File: src/rtl/fetch_unit.sv
// Instruction-fetch stage: owns the PC, reads combinational instruction memory and
// fills the IF/ID register. Handles stall, redirect with flush, halt on zero word.
module fetch_unit #(
    parameter logic [31:0] RESET_PC = 32'h0000_0000
) (
    input  logic        clk,
    input  logic        rst_n,
    output logic [31:0] imem_addr,
    input  logic [31:0] imem_rdata,
    input  logic        stall,
    input  logic        redirect,
    input  logic [31:0] redirect_pc,
    output logic        id_valid,
    output logic [31:0] id_instr,
    output logic [31:0] id_pc,
    output logic [31:0] id_pc_plus4,
    output logic        halted,
    output logic        misalign_err,
    output logic [31:0] fetch_count
);

    typedef enum logic [0:0] {StRun, StHalt} state_e;

    state_e      state_q, state_d;
    logic [31:0] pc_q, pc_d;
    logic        id_valid_q, id_valid_d;
    logic [31:0] id_instr_q, id_instr_d;
    logic [31:0] id_pc_q, id_pc_d;
    logic [31:0] id_pc_plus4_q, id_pc_plus4_d;
    logic        misalign_q, misalign_d;
    logic [31:0] fetch_count_q, fetch_count_d;

    logic [31:0] pc_plus4;
    logic [31:0] target;

    assign pc_plus4 = pc_q + 32'd4;
    // Bit 0 is dropped silently; bit 1 is still reported through misalign_err.
    assign target   = redirect_pc & 32'hFFFF_FFFC;

    always_comb begin
        state_d       = state_q;
        pc_d          = pc_q;
        id_valid_d    = id_valid_q;
        id_instr_d    = id_instr_q;
        id_pc_d       = id_pc_q;
        id_pc_plus4_d = id_pc_plus4_q;
        misalign_d    = misalign_q;
        fetch_count_d = fetch_count_q;

        unique case (state_q)
            StRun: begin
                if (redirect) begin
                    pc_d       = target;
                    id_valid_d = 1'b0;
                    misalign_d = misalign_q | redirect_pc[1];
                end else if (!stall) begin
                    if (imem_rdata != 32'd0) begin
                        id_instr_d    = imem_rdata;
                        id_pc_d       = pc_q;
                        id_pc_plus4_d = pc_plus4;
                        id_valid_d    = 1'b1;
                        pc_d          = pc_plus4;
                        fetch_count_d = fetch_count_q + 32'd1;
                    end else begin
                        state_d    = StHalt;
                        id_valid_d = 1'b0;
                    end
                end
            end
            StHalt: begin
                id_valid_d = 1'b0;
            end
            default: begin
                state_d = StHalt;
            end
        endcase
    end

    always_ff @(posedge clk or negedge rst_n) begin
        if (!rst_n) begin
            state_q       <= StRun;
            pc_q          <= RESET_PC;
            id_valid_q    <= 1'b0;
            id_instr_q    <= 32'd0;
            id_pc_q       <= 32'd0;
            id_pc_plus4_q <= 32'd0;
            misalign_q    <= 1'b0;
            fetch_count_q <= 32'd0;
        end else begin
            state_q       <= state_d;
            pc_q          <= pc_d;
            id_valid_q    <= id_valid_d;
            id_instr_q    <= id_instr_d;
            id_pc_q       <= id_pc_d;
            id_pc_plus4_q <= id_pc_plus4_d;
            misalign_q    <= misalign_d;
            fetch_count_q <= fetch_count_d;
        end
    end

    assign imem_addr    = pc_q;
    assign id_valid     = id_valid_q;
    assign id_instr     = id_instr_q;
    assign id_pc        = id_pc_q;
    assign id_pc_plus4  = id_pc_plus4_q;
    assign halted       = (state_q == StHalt);
    assign misalign_err = misalign_q;
    assign fetch_count  = fetch_count_q;

endmodule
File: config.mk
export PLATFORM = sky130hd
export DESIGN_NAME = fetch_unit
export DESIGN_NICKNAME = d
export VERILOG_FILES = /design/src/rtl/fetch_unit.sv
export SDC_FILE = /design/constraint.sdc
export NUM_CORES = 1
export LEC_CHECK = 0
export BUFFER_PORTS_ARGS = -buffer_cell sky130_fd_sc_hd__buf_2
export CORE_ASPECT_RATIO = 2
export CORE_UTILIZATION = 55
export CTS_CLUSTER_SIZE = 16
export DETAILED_ROUTE_END_ITERATION = 12
export GPL_ROUTABILITY_DRIVEN = 0
export MAX_ROUTING_LAYER = met4
export PLACE_DENSITY_LB_ADDON = 0.05
export SETUP_SLACK_MARGIN = 0.2
export SYNTH_ARGS = -nofsm -noshare
export SYNTH_HDL_FRONTEND = slang
export SYNTH_SLANG_ARGS = --single-unit
export TNS_END_PERCENT = 100
File: constraint.sdc
create_clock -name clk -period 5.5 [get_ports clk]
set_input_delay 1.1 -clock clk [delete_from_list [all_inputs] [get_ports clk]]
set_output_delay 1.1 -clock clk [all_outputs]
set_load 0.02 [all_outputs]
==> results by stage, run 1 <==
Run status:
- The run finished with clean final reports.

Detailed routing:
- The number of detailed-routing iterations run before antenna repair is 5.
- In the routed design, unresolved DRC markers number 0.
- After detailed routing, the number of vias per cell comes to 5.73.
- The number of vias in the routed layout is 6,597.
- The detail route stage leaves a number of antenna-violating nets equal to 0.
- The wire length per cell is 17.4 µm.
- In this run, the number of DRC markers left after iteration 0 of detailed routing was 425.
- Summed over all layers, the routed wires come to 20.1 mm.

Setup path:
- The setup slack of the most critical reg-to-reg path is 2.61 ns.
- The startpoint-to-endpoint class of the critical path is input pin to flop.
- The capture instance of the worst register-to-register path is imem_addr[26]$_DFFE_PN0P_.
- For the worst setup path, the data arrival time is 3.52 ns.
- Of all nets on the critical path, the largest fanout is 41.
- The required time of the critical path is 5.81 ns.
- The launch point of the worst reg-to-reg path is halted$_DFF_PN0_.
- The length in cells of the worst reg-to-reg path is 6.
- STA classifies the critical path startpoint as an input pin.
- The endpoint type of the worst setup path is a flop.

Cells and area:
- From synthesis to final layout, the design area changed by 25.0%.
- The area taken by multi-input logic gates is 3090 µm².
- The share of layout cells above drive strength 1 is 0.282.
- The core utilization of the finished layout is 0.712.
- For this run, the number of standard cells in the final layout without fillers is 1,152.
- The final layout contains 1,057 nets.
- Across the whole layout, storage elements account for 3930 µm².
- After filler insertion, the fill cell instance count of the layout stands at 1,038.

Power and ir drop:
- Of the total power, the clock network draws 0.435.
- The fraction of power spent switching nets is 0.266.
- The leakage power figure is 4.81 nW.
- The share of power burned in combinational logic is 0.081.
- The total power density per cell area is 282 nW/µm².
- The net switching power is 0.000679 W.
- VDD sags by at most 228 µV.
- The total power is 0.00255 W.
- The share of total power dissipated in sequential elements is 0.483.
- The internal portion of the total power is 0.00187 W.

Min path:
- The worst hold-check path type is flop to flop.
- The path with the worst hold slack has its endpoint at id_pc[14]$_DFFE_PN0P_.
- The worst hold path passes through 2 cells.
- The worst hold path begins at id_pc[14]$_DFFE_PN0P_.

Global route:
- Entering global routing, the biggest net connects 114 pins.
- The first-pass GRT wire length is 32.2 mm.
- The total overflow left after global routing is 0.
- The initial antenna violation count is 2.
- The number of global-route vias before repair is 6,503.
- The all-layer global routing usage is 0.308.

Timing:
- In the final timing run, aggregate negative setup slack is 0 ns.
- The slew of the pin with the lowest slew margin is 1.11 ns.
- Timing would allow up to 0.312 GHz.
- The max-slew violation count is 0.
- The period utilization is 0.583.
- The number of setup violations in the final report is 0.
- The number of hold violations in the final report is 0.
- The worst path setup slack after routing is 2.29 ns.
- In this run the tightest slew margin relative to its limit is 0.256.
- The final critical path time including I/O delays and setup is 3.21 ns.
- Setup repair after global routing left no endpoint under its margin.
- The final setup skew is 0.00917 ns.

Job:
- The tool flagged a number of max-cap violations equal to 0.

Floorplan:
- The floorplan step defined a die boundary enclosing 13,600 µm².
- The width of the die is 83.1 µm.
- The number of top-level design ports is 231.
- The number of rows created at floorplan is 58.
- From bottom edge to top edge, the die measures 164 µm.
- The effective utilization at floorplan is 0.570.
- The placeable core region is 12,700 µm².

CTS:
- After clock tree synthesis, the setup repair step added 0 buffers.
- For this design, the CTS-stage hold fixing added 0 buffers.
- The maximum clock insertion buffer count is 2.
- The count of cells resized by post-cts repair is 0.
- The number of clock sinks is 157.
- The clock transition at the register clock pins on the worst setup and hold paths after CTS is 0.06 ns.
- The latest clock arrival within the worst-skew pair is 0.43 ns.
- In this run the clock root is driven by a sky130_fd_sc_hd__clkbuf_16.
- The TritonCTS clock tree is built.
- The H-tree was split into 4 levels.
- The number of buffers inserted during clock tree synthesis is 17.

Logic synthesis:
- By count the netlist is led by sky130_fd_sc_hd__nand2_1, sky130_fd_sc_hd__dfrtp_1, sky130_fd_sc_hd__clkbuf_1.
- The fraction of registers with async set or reset after synthesis is 1.00.
- Of the synthesized area, sequential elements account for 0.543.
- Of all cell types, the one taking the most synthesized area is sky130_fd_sc_hd__dfrtp_1.
- The share of synthesized area in the top cell type comes to 0.543.
- The commonest register cell after synthesis is sky130_fd_sc_hd__dfrtp_1.
- Counting flops with a built-in enable in the synthesized netlist gives 0.
- The synthesized netlist contains 53 unique library cells.
- After synthesis the cells add up to 7230 µm².
- The most common cell in the netlist is sky130_fd_sc_hd__nand2_1.
- By area the synthesized netlist is led by sky130_fd_sc_hd__dfrtp_1, sky130_fd_sc_hd__nand2_1, sky130_fd_sc_hd__xnor2_1.
- The Yosys warning count is 0.
- In the synthesized netlist, the number of instances is 776.
- The synthesized area per cell is 9.32 µm².
- In this run, synthesis produced a sequential element count of 157.

Place:
- Once placement completed, the tool counted placed cells totaling 1,118.
- The post-place setup slack is 1.79 ns.
- The placed wire-length estimate is 14.4 mm.
- Input and output buffers added on the ports amount to 223.
-- worst max-delay path by stage --
stage                        start  cells past startpoint                         to
floorplan           imem_rdata[16]                      6      id_pc[31]$_DFFE_PN0P_
global placement    imem_rdata[24]                      7  imem_addr[14]$_DFFE_PN0P_
detailed placement        redirect                      7  imem_addr[26]$_DFFE_PN0P_
CTS                       redirect                      7  imem_addr[26]$_DFFE_PN0P_
global route              redirect                      7  imem_addr[26]$_DFFE_PN0P_
finish                    redirect                      7  imem_addr[26]$_DFFE_PN0P_
-- critical path: stages --
cell and delay [ns]:
sky130_fd_sc_hd__buf_2 0.19, sky130_fd_sc_hd__or2_2 0.38, sky130_fd_sc_hd__nor2_1 0.24, sky130_fd_sc_hd__a21boi_4 0.92, sky130_fd_sc_hd__buf_4 0.38, sky130_fd_sc_hd__nand4_1 0.12
sky130_fd_sc_hd__o211a_1 0.16
-- kinds of logic (layout without fill, tap and decap cells) --
family          Yosys count  after routing  share of synthesized area
simple gates            400            400                      0.255
flops                   157            157                      0.543
compound gates           99             99                     0.0936
buf+inv                  61            280                     0.0362
xor+xnor                 56             56                     0.0678
fa+ha+maj                 2              2                    0.00346
other cells               1              8                   0.000518
-- area by class of cell --
type / instances / share of cell area
Inverter: 10 / 0.00415
Clock inverter: 13 / 0.0118
Multi-Input combinational cell: 563 / 0.341
Antenna cell: 2 / 0.000554
Timing Repair Buffer: 238 / 0.137
Clock buffer: 19 / 0.0501
Sequential cell: 157 / 0.435
Tap cell: 150 / 0.0208
-- registers in the layout (all words and copies together) (netlist names) --
signal and cells:
fetch_count 32, id_instr 32, id_pc 30, id_pc_plus4 30, imem_addr 30, halted 1
id_valid 1, misalign_err 1
-- power groups by stage --
stage | Sequential [W] | Clock, W | Combinational, W
2_1_floorplan | 0.00128 | 0 | 0.0000713
3_3_place_gp | 0.00125 | 0 | 0.000205
3_5_place_dp | 0.00125 | 0 | 0.000210
4_1_cts | 0.00123 | 0.00113 | 0.000210
5_1_grt | 0.00124 | 0.00117 | 0.000228
6_report | 0.00123 | 0.00111 | 0.000208
-- cells in the final DEF (no fill, tap or decap), types with 3 or more instances in the layout --
| cell | instances |
|---|---|
| sky130_fd_sc_hd__clkinv_4 | 4 |
| sky130_fd_sc_hd__a311oi_1 | 8 |
| sky130_fd_sc_hd__nand2b_1 | 3 |
| sky130_fd_sc_hd__xnor2_1 | 34 |
| sky130_fd_sc_hd__o211ai_1 | 8 |
| sky130_fd_sc_hd__and4_1 | 9 |
| sky130_fd_sc_hd__a21oi_1 | 6 |
| sky130_fd_sc_hd__or3_1 | 4 |
| sky130_fd_sc_hd__dfrtp_1 | 157 |
| sky130_fd_sc_hd__clkbuf_16 | 17 |
| sky130_fd_sc_hd__nand2_1 | 241 |
| sky130_fd_sc_hd__a31oi_1 | 4 |
| sky130_fd_sc_hd__o32ai_1 | 4 |
| sky130_fd_sc_hd__or2_2 | 3 |
| sky130_fd_sc_hd__a211oi_1 | 12 |
| sky130_fd_sc_hd__clkinvlp_4 | 3 |
| sky130_fd_sc_hd__nor4_1 | 19 |
| sky130_fd_sc_hd__nor3_1 | 13 |
| sky130_fd_sc_hd__nand3_1 | 21 |
| sky130_fd_sc_hd__or4_1 | 3 |
| sky130_fd_sc_hd__conb_1 | 6 |
| sky130_fd_sc_hd__a21o_1 | 3 |
| sky130_fd_sc_hd__nor2_1 | 33 |
| sky130_fd_sc_hd__o21ai_0 | 33 |
| sky130_fd_sc_hd__inv_1 | 10 |
| sky130_fd_sc_hd__and3_1 | 16 |
| sky130_fd_sc_hd__buf_4 | 15 |
| sky130_fd_sc_hd__nand4_1 | 26 |
| sky130_fd_sc_hd__inv_6 | 5 |
| sky130_fd_sc_hd__buf_2 | 222 |
| sky130_fd_sc_hd__xor2_1 | 22 |
-- through the flow --
stage / instance area [µm²] / hold WS, ns
6_report: 9040 / 0.467
5_1_grt: 9040 / 0.489
2_1_floorplan: 7250 / 0.565
3_3_place_gp: 8480 / 0.438
4_1_cts: 9030 / 0.472
3_5_place_dp: 8480 / 0.457
-- layer usage --
metal  wire, µm  share of wire  track usage
met5          0              0            -
met4        532          0.027        0.130
met3       1030          0.051       0.0573
met2      10900           0.54        0.541
met1       7640           0.38        0.342
Power figures use the tool's default switching activity.
==> run 2: changes to the inputs <==
CORE_UTILIZATION = 51   (was 55)
clock period = 3 ns   (was 5.5 ns; I/O delays follow)
==> run 2 against run 1 <==
  * Critical path depth is 1 lower
  * Die area up 7.7%
  * Clock power increased by 89%
  * Sequential cell count is the same
  * Setup slack got worse by 1.7 ns
  * Combinational power rose by 86%
  * Via count fell by 1.2%
  * Highest routed layer unchanged
  * Critical path type is now flop to flop
  * Total power up 86%
  * Hold slack worse by 0.37 ns
  * Non-clock buffer count grew 3
  * Clock skew increased by 0.0013 ns
  * Sequential power rose by 84%
==> results by stage, run 2 (synthesis results as in run 1) <==
Run status:
- The run finished with clean final reports.

CTS:
- The number of hold-repair buffers added at the cts stage is 0 (unchanged).
- The number of buffers inserted during clock tree synthesis was 17 (unchanged).
- The number of clock sinks was 157 (unchanged).
- The clock transition at the register clock pins on the worst setup and hold paths after CTS is 0.07 ns (about the same).
- The maximum level of the CTS H-tree is 4 (unchanged).
- The post-CTS repair timing setup buffer count is 0 (unchanged).
- The TritonCTS clock tree is built.
- Clock tree synthesis selected as its root buffer the cell sky130_fd_sc_hd__clkbuf_16.
- The maximum clock insertion buffer count is 2 (unchanged).
- The count of cells resized by post-cts repair is 0 (unchanged).
- The latest clock arrival within the worst-skew pair is 0.42 ns (about the same).

Timing:
- The setup TNS was 0 ns (unchanged).
- Of the available clock period, the critical path in the final layout requires 0.811.
- The headroom to the max-slew limit was 0.566 (+0.310).
- For this run, the top clock speed supported by timing is 0.411 GHz.
- The number of setup violations in the final report came to 0 (unchanged).
- The worst path needs 2.43 ns of the cycle, external delays included.
- The final setup skew is 0.0104 ns (+0.00127 ns).
- The max-slew violation count is 0 (unchanged).
- The number of hold violations in the final report came to 0 (unchanged).
- The worst hold slack across all endpoints is 0.0987 ns (-0.368 ns).
- Setup repair after global routing left no endpoint under its margin.
- The slew of the pin with the lowest slew margin is 0.646 ns (-0.466 ns).

Power and ir drop:
- The fraction of power spent switching nets is 0.263 (-0.00297).
- The share of power burned in combinational logic was 0.081 (about the same).
- The leakage power figure is 4.85 nW (+0.86%).
- The maximum vdd ir drop was 427 µV (+87%).
- The relative contribution of sequential cells to total power came to 0.476 (-0.007).
- The internal cell power is 0.00350 W (+87%).
- The net switching power was 0.00125 W (+84%).
- The clock share of power is 0.443 (+0.008).
- The total power density per cell area came to 518 nW/µm² (+83%).

Place:
- The count of buffers inserted at the top-level ports is 223 (unchanged).
- The placed wire-length estimate came to 15.0 mm (+4.0%).
- The number of placed instances with taps included is 1,160 (+3.8%).

Cells and area:
- Leaving out fill and tap cells, the most frequent cells in the layout are sky130_fd_sc_hd__nand2_1, sky130_fd_sc_hd__buf_2, sky130_fd_sc_hd__dfrtp_1.
- The number of nets in the layout came to 1,060 (+0.28%).
- The number of standard cells in the final layout excluding fillers is 1,191 (+3.4%).
- The area overhead of the layout relative to synthesis is 26.8%.
- The share of layout cells above drive strength 1 is 0.283 (+0.00143).
- The core utilization of the finished layout came to 0.660 (-0.0517).
- The antenna diode count is 0 (-2).
- Leaving out fill and tap cells, the most frequent cell in the layout is sky130_fd_sc_hd__nand2_1.

Global route:
- The overflow left after global routing is 0 (unchanged).
- The maximum number of pins on one net before global-route repair is 69 (-39%).
- The all-layer global routing usage is 0.299 (-0.00827).
- The first-pass GRT wire length is 32.8 mm (+1.6%).
- The number of global-route vias before repair was 6,588 (+1.3%).
- The initial antenna violation count is 0 (-2).

Floorplan:
- The height of the chip came to 170 µm (+3.8%).
- The width of the die is 86.2 µm (+3.8%).
- The number of rows created at floorplan came to 61 (+5.2%).
- The die outline area was 14,700 µm² (+7.7%).
- The effective utilization at floorplan came to 0.521 (-0.0488).
- The placeable core region is 13,900 µm² (+9.4%).
- The number of top-level design ports was 231 (unchanged).

Setup path:
- STA classifies the critical path endpoint as a flop.
- The critical path buffer and inverter count is 0 (-2).
- The worst setup path startpoint is imem_addr[2]$_DFFE_PN0P_.
- The arrival time reported for the critical path endpoint is 2.79 ns (-0.73 ns).
- For this design, the slowest cell found on the critical path is sky130_fd_sc_hd__nor4_4.
- The worst setup path is launched from a flop.
- The required time of the critical path is 3.36 ns (-2.45 ns).
- The worst setup path is of the flop to flop kind.
- The critical-path maximum fanout is 9 (-78%).
- The worst stage delay on the critical path came to 0.52 ns (-0.40 ns).
- The launch point of the worst reg-to-reg path is imem_addr[2]$_DFFE_PN0P_.
- The cell family contributing the most delay on the critical path is simple AND/OR/NAND/NOR gates.
- The signal on the critical path passes through ha_1 -> nand4_1 -> nor4_4 -> nand4_2 -> or4_1 -> nand3_1.

Detailed routing:
- The post-route DRC violation count came to 0 (unchanged).
- The first-iteration detailed-routing DRC count is 319 (-25%).
- The wire length per cell came to 17.2 µm (-0.97%).
- The number of vias in the routed layout came to 6,519 (-1.2%).
- The antenna violation net count after detailed routing is 0 (unchanged).
- The via density per instance is 5.47 (-4.4%).
- The total detailed-routing wirelength is 20.5 mm (+2.4%).
- The number of detailed-routing iterations run before antenna repair came to 5 (unchanged).

Min path:
- The worst hold path belongs to the class input pin to asynchronous set/reset pin.

Job:
- The max-capacitance violation count is 0 (unchanged).
==> run 2: per-stage QoR <==
stage	total power, W	instance area [µm²]	worst slack (ns)
finish	0.00475	9170	0.567
global route	0.00491	9170	0.420
CTS	0.00480	9170	0.583
detailed placement	0.00269	8600	0.424
global placement	0.00268	8600	0.494
floorplan	0.00248	7250	0.871
==> run 2: routing by layer <==
metal  wire (µm)  vias up  global-route usage
met5           0        -                   -
met4         546        0               0.117
met3         958       34              0.0533
met2       11300      215               0.526
met1        7720     3182               0.333
li1            -     3088                   -
==> run 2: worst reg2reg max path, delay by kind of cell, from the launching register on <==
family / cells / cell delay, ns
simple gates: 5 / 1.54
fa+ha+maj: 1 / 0.33
flops: 1 / 0.50
==> run 2: worst paths after layout <==
kind	end	slack, ns	cells after the start
max in group asynchronous	fetch_count[28]$_DFFE_PN0P_	2.13	2
worst max register to register	imem_addr[22]$_DFFE_PN0P_	0.57	6
worst min-delay path	id_pc_plus4[10]$_DFFE_PN0P_	0.1	1
worst max-delay path	imem_addr[22]$_DFFE_PN0P_	0.57	6
worst min register to register	id_instr[10]$_DFFE_PN0P_	0.47	2
min in group clk	imem_addr[20]$_DFFE_PN0P_	0.38	3
==> run 2: layout make-up <==
type / count / area, µm²
well taps: 189 / 236
clock inverters: 13 / 134
repair buffers: 241 / 1310
flip-flops and latches: 157 / 3930
inverters: 10 / 37.5
fillers: 1253 / 4720
clock buffers: 18 / 439
multi-input cells: 563 / 3090
==> run 2: power by group through the flow <==
stage               combinational (W)  sequential (W)  clock, W
CTS                          0.000392         0.00226   0.00215
global route                 0.000426         0.00227   0.00222
global placement             0.000383         0.00229         0
detailed placement           0.000391         0.00230         0
finish                       0.000387         0.00226   0.00210
floorplan                    0.000131         0.00235         0
==> run 3: changes to the inputs <==
ABC_AREA = 1   (was not set)
CORE_UTILIZATION = 53   (was 51)
clock period = 2.3 ns   (was 3 ns; I/O delays follow)
==> run 3 against run 2 <==
  * The flow now finishes with violations (hold timing)
  * Cell count rose by 30%
  * Non-clock buffer count fell by 1
  * Largest power group is now clock
  * Sequential share of layout area fell by 4.0 points
==> results by stage, run 3 <==
Timing:
- The setup TNS was 0 ns (unchanged).
- The max-slew violation count is 0 (unchanged).
- The final critical path time including I/O delays and setup is 1.95 ns (-0.481 ns).
- The slew of the pin with the lowest slew margin is 0.551 ns (-0.0947 ns).
- The number of hold violations in the final report is 3 (+3).
- The period utilization is 0.848 (+0.0374).
- The final setup skew was 0.00719 ns (-0.00325 ns).
- The upper clock frequency limit is 0.513 GHz (+25%).
- The headroom to the max-slew limit came to 0.632 (+0.0664).
- The worst hold slack across all endpoints is -0.00572 ns (-0.104 ns).
- Setup repair after global routing left no endpoint under its margin.
- The number of setup violations in the final report is 0 (unchanged).

Logic synthesis:
- The post-synthesis instance area is 8110 µm² (+12%).
- The most common cell in the netlist is sky130_fd_sc_hd__nand2_1.
- By area the synthesized netlist is led by sky130_fd_sc_hd__dfrtp_1, sky130_fd_sc_hd__nand2_1, sky130_fd_sc_hd__nor2_1.
- The number of unique standard cell types used by synthesis came to 28 (-47%).
- The synthesized area per cell came to 7.20 µm² (-23%).
- The Yosys warning count is 0 (unchanged).
- The top cell type's share of synthesized area was 0.485 (-0.0585).
- The fraction of registers with async set or reset after synthesis came to 1.00 (unchanged).
- The cell type with the largest total area after synthesis is sky130_fd_sc_hd__dfrtp_1.
- The post-synthesis sequential area ratio was 0.485 (-0.0585).
- In the synthesized netlist the dominant register cell turns out to be sky130_fd_sc_hd__dfrtp_1.
- The flop and latch count out of synthesis is 157 (unchanged).
- The number of enable-type register cells in the synthesized netlist came to 0 (unchanged).
- The commonest cells after synthesis are sky130_fd_sc_hd__nand2_1, sky130_fd_sc_hd__dfrtp_1, sky130_fd_sc_hd__nor2_1.
- The number of instances in the synthesized netlist is 1,126 (+45%).

Global route:
- The initial antenna violation count is 0 (unchanged).
- The all-layer global routing usage is 0.333 (+0.0338).
- The number of global-route vias before repair is 7,567 (+15%).
- The overflow left after global routing is 0 (unchanged).
- The first-pass GRT wire length is 37.9 mm (+16%).
- The maximum number of pins on one net before global-route repair is 74 (+7.2%).

Place:
- The count of buffers inserted at the top-level ports is 223 (unchanged).
- The placed wire-length estimate is 18.2 mm (+22%).
- The cell area after placement came to 9460 µm² (+10%).

Detailed routing:
- The via density per instance is 5.14 (-6.2%).
- The first-iteration detailed-routing DRC count is 375 (+18%).
- The post-route DRC violation count was 0 (unchanged).
- The number of vias in the routed layout was 7,966 (+22%).
- The number of detailed-routing iterations run before antenna repair is 5 (unchanged).
- The antenna violation net count after detailed routing came to 0 (unchanged).
- The wire length per cell is 15.9 µm (-7.6%).
- The total detailed-routing wirelength is 24.7 mm (+20%).

Cells and area:
- In the layout the commonest cells are sky130_fd_sc_hd__nand2_1, sky130_fd_sc_hd__buf_2, sky130_fd_sc_hd__dfrtp_1.
- The leading cell type in the layout, fill and taps excluded is sky130_fd_sc_hd__nand2_1.
- The antenna diode count is 0 (unchanged).
- The area overhead of the layout relative to synthesis is 24.8%.
- The count of fill cells added during filler insertion is 1,421 (+13%).
- The final design instance area without fill is 10,100 µm² (+10%).
- The share of layout cells above drive strength 1 came to 0.218 (-0.0651).
- The number of nets in the layout is 1,414 (+33%).

Power and ir drop:
- The maximum vdd ir drop is 521 µV (+22%).
- The total power is 0.00679 W (+43%).
- The total power density per cell area is 671 nW/µm² (+30%).
- The leakage power figure is 5.55 nW (+14%).

Floorplan:
- The height of the chip is 177 µm (+3.8%).
- The width of the die is 89.5 µm (+3.8%).
- The placeable core region is 14,900 µm² (+7.3%).
- The die outline area was 15,800 µm² (+7.7%).
- The number of rows created at floorplan is 63 (+3.3%).
- The number of top-level design ports is 231 (unchanged).
- The effective utilization at floorplan was 0.544 (+0.0234).

Setup path:
- The worst setup path is captured at a flop.
- The startpoint-to-endpoint class of the critical path is flop to flop.
- The category of the worst setup path launch point is a flop.
- The critical-path maximum fanout came to 6 (-3).
- The required time of the critical path is 2.61 ns (-0.75 ns).
- The arrival time reported for the critical path endpoint came to 2.26 ns (-0.53 ns).

CTS:
- The count of cells resized by post-cts repair was 0 (unchanged).
- The latest clock arrival within the worst-skew pair is 0.42 ns (about the same).
- The number of buffers inserted during clock tree synthesis is 17 (unchanged).
- The clock transition at the register clock pins on the worst setup and hold paths after CTS is 0.06 ns (about the same).
- The number of clock sinks is 157 (unchanged).
- The buffer cell driving the clock tree root is sky130_fd_sc_hd__clkbuf_16.
- The maximum clock insertion buffer count is 2 (unchanged).
- The post-CTS repair timing setup buffer count is 0 (unchanged).
- The number of hold-repair buffers added at the cts stage is 0 (unchanged).
- The TritonCTS clock tree is built.
- The maximum level of the CTS H-tree came to 4 (unchanged).

Run status:
- The final reports fail on hold timing.
- The run finished, with violations left.

Min path:
- The worst hold-check path type is input pin to asynchronous set/reset pin.

Job:
- The max-capacitance violation count is 0 (unchanged).
run 3: changes by cell type after synthesis, moves of 13 or more:
cell                       previous run  this run
sky130_fd_sc_hd__and3_1              16         0
sky130_fd_sc_hd__clkbuf_1            35        16
sky130_fd_sc_hd__inv_1               10        73
sky130_fd_sc_hd__nand2_1            241       511
sky130_fd_sc_hd__nand3_1             21        76
sky130_fd_sc_hd__nand4_1             26         5
sky130_fd_sc_hd__nor2_1              34       108
sky130_fd_sc_hd__nor4_1              19         0
sky130_fd_sc_hd__o21ai_0             34        65
sky130_fd_sc_hd__o21ai_1              1        14
sky130_fd_sc_hd__xnor2_1             34         6
run 3: worst max-delay path: stages, from the launching register on:
cell and delay (ns):
sky130_fd_sc_hd__dfrtp_1 0.44, sky130_fd_sc_hd__ha_1 0.24, sky130_fd_sc_hd__nand2_1 0.08, sky130_fd_sc_hd__nor2_2 0.23, sky130_fd_sc_hd__nand2_2 0.20, sky130_fd_sc_hd__nor2_4 0.25
sky130_fd_sc_hd__nand2_1 0.08, sky130_fd_sc_hd__nand2_1 0.06, sky130_fd_sc_hd__nand3_1 0.09, sky130_fd_sc_hd__nor2_1 0.12, sky130_fd_sc_hd__nor2_1 0.06
run 3: metrics by stage:
step / instances / util / setup WS, ns
2_1_floorplan: 1131 / - / 0.604
3_3_place_gp: 1520 / 0.635 / 0.325
3_5_place_dp: 1520 / 0.635 / 0.296
4_1_cts: 1551 / 0.679 / 0.341
5_1_grt: 1551 / 0.679 / 0.200
6_report: 1551 / 0.679 / 0.349
run 3: power breakdown:
group          internal (W)  switching (W)  total [W]
Sequential          0.00286      0.0000939    0.00295
Combinational      0.000226       0.000452   0.000679
Clock               0.00203        0.00113    0.00315
run 3: worst paths after layout:
kind	startpoint	end	slack, ns	cells past startpoint
worst max-delay path	imem_addr[2]$_DFFE_PN0P_	id_pc_plus4[26]$_DFFE_PN0P_	0.35	10
worst min-delay path	rst_n	id_instr[17]$_DFFE_PN0P_	-0.006	1
worst max register to register	imem_addr[2]$_DFFE_PN0P_	id_pc_plus4[26]$_DFFE_PN0P_	0.35	10
worst min register to register	id_pc_plus4[17]$_DFFE_PN0P_	id_pc_plus4[17]$_DFFE_PN0P_	0.47	2
max in group asynchronous	rst_n	id_pc_plus4[20]$_DFFE_PN0P_	1.64	2
min in group clk	imem_rdata[27]	id_instr[27]$_DFFE_PN0P_	0.25	3
run 3: kinds of logic after synthesis:
| family | synth area share |
|---|---|
| AND/OR/NAND/NOR | 0.371 |
| adder cells (fa/ha/maj) | 0.00309 |
| buffers and inverters | 0.0685 |
| XOR/XNOR | 0.0194 |
| flip-flops | 0.485 |
| other | 0.000463 |
| AO/OA/AOI/OAI | 0.0525 |
run 3: area by class of cell:
type	instances	area, µm²	area share
repair buffers	240	1360	0.135
well taps	195	244	0.0241
multi-input cells	854	3650	0.361
flip-flops and latches	157	3930	0.388
clock buffers	19	433	0.0428
clock inverters	12	219	0.0217
inverters	74	278	0.0275
run 3: per-layer routing:
metal | share of wire | track usage | vias to the layer above | wire length [µm]
li1 | - | - | 3928 | -
met1 | 0.35 | 0.341 | 3718 | 8680
met2 | 0.55 | 0.591 | 251 | 13700
met3 | 0.048 | 0.0588 | 69 | 1180
met4 | 0.048 | 0.171 | 0 | 1180
met5 | 0 | - | - | 0
